**config.mk**
```make
export PLATFORM = sky130hd
export DESIGN_NAME = prm_edge_mask_collector_flat
export DESIGN_NICKNAME = d
export VERILOG_FILES = /design/src/rtl/prm_edge_mask_collector_if.sv /design/src/rtl/prm_edge_mask_collector.sv /design/src/flat_wrapper.sv
export SDC_FILE = /design/constraint.sdc
export NUM_CORES = 2
export LEC_CHECK = 0
export ABC_AREA = 1
export BUFFER_PORTS_ARGS = -buffer_cell sky130_fd_sc_hd__buf_2
export CAP_MARGIN = 25
export CORE_AREA = 2 2 414 416
export CTS_BUF_LIST = sky130_fd_sc_hd__clkbuf_2
export CTS_CLUSTER_SIZE = 30
export DETAILED_ROUTE_END_ITERATION = 16
export DIE_AREA = 0 0 416 418
export GPL_TIMING_DRIVEN = 0
export PLACE_DENSITY = 0.52
export SLEW_MARGIN = 20
export SYNTH_ARGS = -nofsm -noshare
export SYNTH_HDL_FRONTEND = slang
export SYNTH_SLANG_ARGS = --single-unit
```
**constraint.sdc**
```tcl
create_clock -name clk -period 41 [get_ports clk]
set_input_delay 8.2 -clock clk [delete_from_list [all_inputs] [get_ports clk]]
set_output_delay 8.2 -clock clk [all_outputs]
set_load 0.02 [all_outputs]
```
**src/rtl/prm_edge_mask_collector_if.sv**
```systemverilog
// Handshake/bus bundle between the edge-check array, the mask collector and the graph-update logic.
interface prm_edge_mask_collector_if #(
  parameter int N_EDGES = 1024,
  parameter int IDX_W   = 10,
  parameter int CNT_W   = 11
);
  logic [N_EDGES-1:0] mask_in;
  logic               mask_vld;
  logic               busy;
  logic               out_vld;
  logic               out_rdy;
  logic [IDX_W-1:0]   out_idx;
  logic [CNT_W-1:0]   blocked_cnt;
  logic               done;

  modport master (
    input  mask_in, mask_vld, out_rdy,
    output busy, out_vld, out_idx, blocked_cnt, done
  );

  modport slave (
    output mask_in, mask_vld, out_rdy,
    input  busy, out_vld, out_idx, blocked_cnt, done
  );
endinterface

```
**src/rtl/prm_edge_mask_collector.sv**
```systemverilog
// Snapshots the edge_mask vector and streams blocked-edge indices in ascending order, one bit scanned per cycle.
// done arrives N_EDGES+2 cycles after capture plus one per stall; a held out_rdy freezes the scan pointer.
module prm_edge_mask_collector #(
  parameter int N_EDGES = 1024,
  parameter int IDX_W   = 10,
  parameter int CNT_W   = 11
) (
  input  logic                       clk,
  input  logic                       rst,
  prm_edge_mask_collector_if.master  bus
);

  typedef enum logic [1:0] {
    IDLE  = 2'd0,
    SCAN  = 2'd1,
    DRAIN = 2'd2,
    FIN   = 2'd3
  } state_t;

  localparam logic [IDX_W-1:0] LAST_IDX = IDX_W'(N_EDGES - 1);

  state_t             state_q, state_d;
  logic [N_EDGES-1:0] snap_q, snap_d;
  logic [IDX_W-1:0]   ptr_q, ptr_d;
  logic [CNT_W-1:0]   cnt_q, cnt_d;
  logic               vld_q, vld_d;
  logic [IDX_W-1:0]   idx_q, idx_d;

  logic xfer;
  logic slot_free;
  logic cur_bit;

  always_ff @(posedge clk or posedge rst) begin
    if (rst) begin
      state_q <= IDLE;
      snap_q  <= '0;
      ptr_q   <= '0;
      cnt_q   <= '0;
      vld_q   <= 1'b0;
      idx_q   <= '0;
    end else begin
      state_q <= state_d;
      snap_q  <= snap_d;
      ptr_q   <= ptr_d;
      cnt_q   <= cnt_d;
      vld_q   <= vld_d;
      idx_q   <= idx_d;
    end
  end

  always_comb begin
    state_d   = state_q;
    snap_d    = snap_q;
    ptr_d     = ptr_q;
    cnt_d     = cnt_q;
    vld_d     = vld_q;
    idx_d     = idx_q;
    xfer      = vld_q & bus.out_rdy;
    slot_free = ~vld_q | bus.out_rdy;
    cur_bit   = snap_q[ptr_q];

    unique case (state_q)
      IDLE: begin
        if (bus.mask_vld) begin
          snap_d  = bus.mask_in;
          ptr_d   = '0;
          cnt_d   = '0;
          state_d = SCAN;
        end
      end

      SCAN: begin
        if (xfer) begin
          vld_d = 1'b0;
        end
        // A set bit only advances once it has a free output slot to land in.
        if (!cur_bit || slot_free) begin
          if (cur_bit) begin
            idx_d = ptr_q;
            vld_d = 1'b1;
            cnt_d = cnt_q + 1'b1;
          end
          if (ptr_q == LAST_IDX) begin
            state_d = DRAIN;
          end else begin
            ptr_d = ptr_q + 1'b1;
          end
        end
      end

      DRAIN: begin
        if (!vld_q || xfer) begin
          vld_d   = 1'b0;
          state_d = FIN;
        end
      end

      FIN: begin
        state_d = IDLE;
      end

      default: begin
        state_d = IDLE;
      end
    endcase
  end

  assign bus.busy        = (state_q != IDLE);
  assign bus.done        = (state_q == FIN);
  assign bus.out_vld     = vld_q;
  assign bus.out_idx     = idx_q;
  assign bus.blocked_cnt = cnt_q;

endmodule

```
**src/flat_wrapper.sv**
```systemverilog
// flat-port wrapper written by rule: the top's interface ports become plain ports
module prm_edge_mask_collector_flat 
#(
  parameter int N_EDGES = 1024,
  parameter int IDX_W   = 10,
  parameter int CNT_W   = 11
)
  (clk, rst, bus_mask_in, bus_mask_vld, bus_out_rdy, bus_busy, bus_out_vld, bus_out_idx, bus_blocked_cnt, bus_done);
  prm_edge_mask_collector_if #(.N_EDGES(N_EDGES), .IDX_W(IDX_W), .CNT_W(CNT_W)) bus_i ();
  input  logic clk;
  input  logic rst;
  input wire logic [$bits(bus_i.mask_in)-1:0] bus_mask_in;
  input wire logic [$bits(bus_i.mask_vld)-1:0] bus_mask_vld;
  input wire logic [$bits(bus_i.out_rdy)-1:0] bus_out_rdy;
  output wire logic [$bits(bus_i.busy)-1:0] bus_busy;
  output wire logic [$bits(bus_i.out_vld)-1:0] bus_out_vld;
  output wire logic [$bits(bus_i.out_idx)-1:0] bus_out_idx;
  output wire logic [$bits(bus_i.blocked_cnt)-1:0] bus_blocked_cnt;
  output wire logic [$bits(bus_i.done)-1:0] bus_done;
  assign bus_i.mask_in = bus_mask_in;
  assign bus_i.mask_vld = bus_mask_vld;
  assign bus_i.out_rdy = bus_out_rdy;
  assign bus_busy = bus_i.busy;
  assign bus_out_vld = bus_i.out_vld;
  assign bus_out_idx = bus_i.out_idx;
  assign bus_blocked_cnt = bus_i.blocked_cnt;
  assign bus_done = bus_i.done;
  prm_edge_mask_collector #(.N_EDGES(N_EDGES), .IDX_W(IDX_W), .CNT_W(CNT_W)) u_core (.clk(clk), .rst(rst), .bus(bus_i));
endmodule
```
==> summary.md <==
| Metric | Value |
|---|---|
| Main synth FF type | `dfrtp_1` |
| Reg-to-Reg End | `u_core.bus.out_idx[7]$_DFFE_PP0P_` |
| CP endpoint | `bus_busy` |
| # rows | `151` |
| Slew margin rel. | `19.74%` |
| Post-synth cell types | `24` |
| Ys async rst share | `100.0%` |
| Dominant cell type by area after synthesis | `dfrtp_1` |
| Tcrit/Tclk final | `26.45%` |
| Final Critical Period | `10.84 ns` |
| Post-layout util | `36.30%` |
| CP arrival | `2.64 ns` |
| Routability cong. | `0.9402` |
| Clock Latency Late Sink | `1.79 ns` |
| Fraction of layout cells with a size suffix above 1 | `20.53%` |
| Die area | `0.1739 mm²` |
| Initial core utilization | `29.65%` |
| Largest net degree at the start of global routing | `102` |
| Worst-Margin Slew | `1.204 ns` |
| Cts bufs inserted | `321` |
| Resized Gates After CTS | `0` |
| Cell count after synthesis | `6944` |
| Number of antenna violations at the first check in global routing | `40` |
| Core Box Area | `0.1691 mm²` |
| Final hold vios | `0` |
| Reg-to-reg setup timing slack | `36.33 ns` |
| Via count | `54665` |
| Hold_ws | `0.4839 ns` |
| Hold crit path type | `reg2reg` |
| Grt ovf | `0` |
| Pre-antenna DRT Iters | `7` |
| Boundary pin count | `1052` |
| Placed instance area | `0.05871 mm²` |
| Hold buffer count at cts | `0` |
| CP Launch Type | `flip-flop` |
| VDD IR-drop max | `0.03469 mV` |
| HPWL after DPL | `219.9 mm` |
| Setup crit start | `u_core.state_q[0]$_DFFE_PP0P_` |
| Post-route cell area | `0.06138 mm²` |
| Top-count cell post-synth | `nand2_1` |
| Post-CTS repair timing setup buffer count | `0` |
| Status | `finished, final reports clean` |
| CTS H-Tree Depth | `5` |
| # nets final | `9378` |
| Wire per inst | `26.99 µm` |
| Power Dens Cells | `77.24 mW/mm²` |
| DR iter-0 viols | `6253` |
| Ys Warns | `0` |
| Critical Path RT | `32.80 ns` |
| RSZ-0062 raised after global routing | `false` |
| Synth top area cells | `dfrtp_1 (53%), nand2_1 (33%), nand3_1 (9.4%)` |
| Post-synth net total | `7978` |
| Routed Antenna Nets | `0` |
| CTS tree | `built` |
| Seq/Total Area, Yosys | `52.80%` |
| Port Buffers | `1051` |
| Die Ht | `418 µm` |
| Area growth syn-to-layout | `22.41%` |
| Final count of negative-setup-slack endpoints | `0` |
| Most frequent cells after synthesis | `nand2_1 (4358), dfrtp_1 (1058), nand3_1 (945)` |
| Vias in the first global route | `53343` |
| Reg2reg path depth | `19` |
| Crit path kind | `reg2out` |
| Global-route usage over all layers | `32.66%` |
| CP endpoint kind | `output pin` |
| Clock sinks | `1058` |
| CTS Root Cell | `clkbuf_2` |
| Worst Skew | `0.2164 ns` |
| Synthesized flop and latch total | `1058` |
| Slew Limit Fails | `0` |
| Final Non-Filler Cells | `10792` |
| Die X | `416 µm` |
| Vias per cell | `5.065` |
| Average cell area after synthesis | `7.221 µm²` |
| Post-synth top area share | `52.80%` |
| CP Max Fanout | `4` |
| Max Clk Rate | `0.09221 GHz` |
| RR Startpoint | `u_core.ptr_q[1]$_DFFE_PP0P_` |
| Placed cells | `10237` |
| Mapped Area | `0.05014 mm²` |
| CTS Buffer Depth | `4` |
| Clock-pin transition on the worst setup and hold timing paths | `0.08 ns` |
| Static Leak | `34.15 nW` |
| MaxCap Viol Count | `0` |
| Remaining DRCs | `0` |
| Final WL | `291.3 mm` |
| Post-synth EDFFs | `0` |
| Setup TNS | `0 ns` |
| First-pass GRT wire length | `396.6 mm` |
==> logic make-up after synthesis <==
logic type / count (synthesis) / share of synthesized area, %
compound gates: 46 / 0.4766
fa+ha+maj: 6 / 0.1497
xor+xnor: 1 / 0.01747
simple gates: 5337 / 42.36
buf+inv: 496 / 4.197
flops: 1058 / 52.80
==> cells in the final DEF, fill, tap and decap left out, types with 4 or more instances in the layout <==
master / count
nor2_1: 24
a21oi_1: 10
nor3_1: 6
buf_8: 4
nand3_1: 945
o21ai_0: 19
diode_2: 34
clkinv_2: 8
inv_1: 28
buf_4: 9
o21ai_1: 14
ha_1: 6
inv_2: 6
clkinv_1: 54
buf_1: 31
buf_16: 13
clkbuf_1: 228
buf_6: 9
dfrtp_1: 1058
clkbuf_2: 476
nand2_1: 4358
buf_2: 1224
==> through the flow <==
stage                     setup WS, ns  total power [mW]
after floorplan                  3.020             2.980
after global placement          -10.95             3.889
after detailed placement         29.20             3.909
after CTS                        29.83             4.722
after global routing             29.90             5.045
final                            30.16             4.741
==> registers in the layout (all words and copies together), names as in the netlist <==
signal / count
u_core.state_q: 2
u_core.snap_q: 1024
u_core.bus.out_vld: 1
u_core.bus.out_idx: 10
u_core.ptr_q: 10
u_core.bus.blocked_cnt: 11
==> worst max-delay path: stages (launching register included) <==
cell and delay, ns:
dfrtp_1 0.40, inv_1 0.08, ha_1 0.24, inv_1 0.08
buf_2 0.18
==> worst min path at each step <==
stage	startpoint	endpoint	depth (start not counted)
6_report	u_core.snap_q[327]$_DFFE_PP0P_	u_core.snap_q[327]$_DFFE_PP0P_	2
2_1_floorplan	u_core.snap_q[463]$_DFFE_PP0P_	u_core.snap_q[463]$_DFFE_PP0P_	2
3_5_place_dp	u_core.snap_q[545]$_DFFE_PP0P_	u_core.snap_q[545]$_DFFE_PP0P_	2
5_1_grt	u_core.snap_q[351]$_DFFE_PP0P_	u_core.snap_q[351]$_DFFE_PP0P_	2
3_3_place_gp	u_core.snap_q[320]$_DFFE_PP0P_	u_core.snap_q[320]$_DFFE_PP0P_	2
4_1_cts	u_core.snap_q[327]$_DFFE_PP0P_	u_core.snap_q[327]$_DFFE_PP0P_	2
==> report_power, final <==
group,total (mW),switching (mW),internal [mW]
Sequential,1.81,0.287,1.52
Clock,0.805,0.506,0.299
Combinational,2.13,1.52,0.610
Total,4.74,2.31,2.43
==> per-layer routing <==
metal | track usage [%] | vias to the layer above | wire (µm)
met1 | 41.05 | 26470 | 115400
li1 | - | 24574 | -
met3 | 5.551 | 696 | 21990
met2 | 52.05 | 2915 | 133600
met5 | 0 | - | 54
met4 | 20.89 | 10 | 20230
==> area by class of cell <==
| cell class | count | area (µm²) |
|---|---|---|
| Clock inverter | 63 | 272.8 |
| Inverter | 35 | 138.9 |
| Timing Repair Buffer | 1077 | 5779 |
| Sequential cell | 1058 | 26480 |
| Buffer | 461 | 2006 |
| Fill cell | 18614 | 107700 |
| Antenna cell | 34 | 85.08 |
| Clock buffer | 456 | 2282 |
| Multi-Input combinational cell | 5390 | 21560 |
| Tap cell | 2218 | 2775 |
Power figures use the tool's default switching activity.
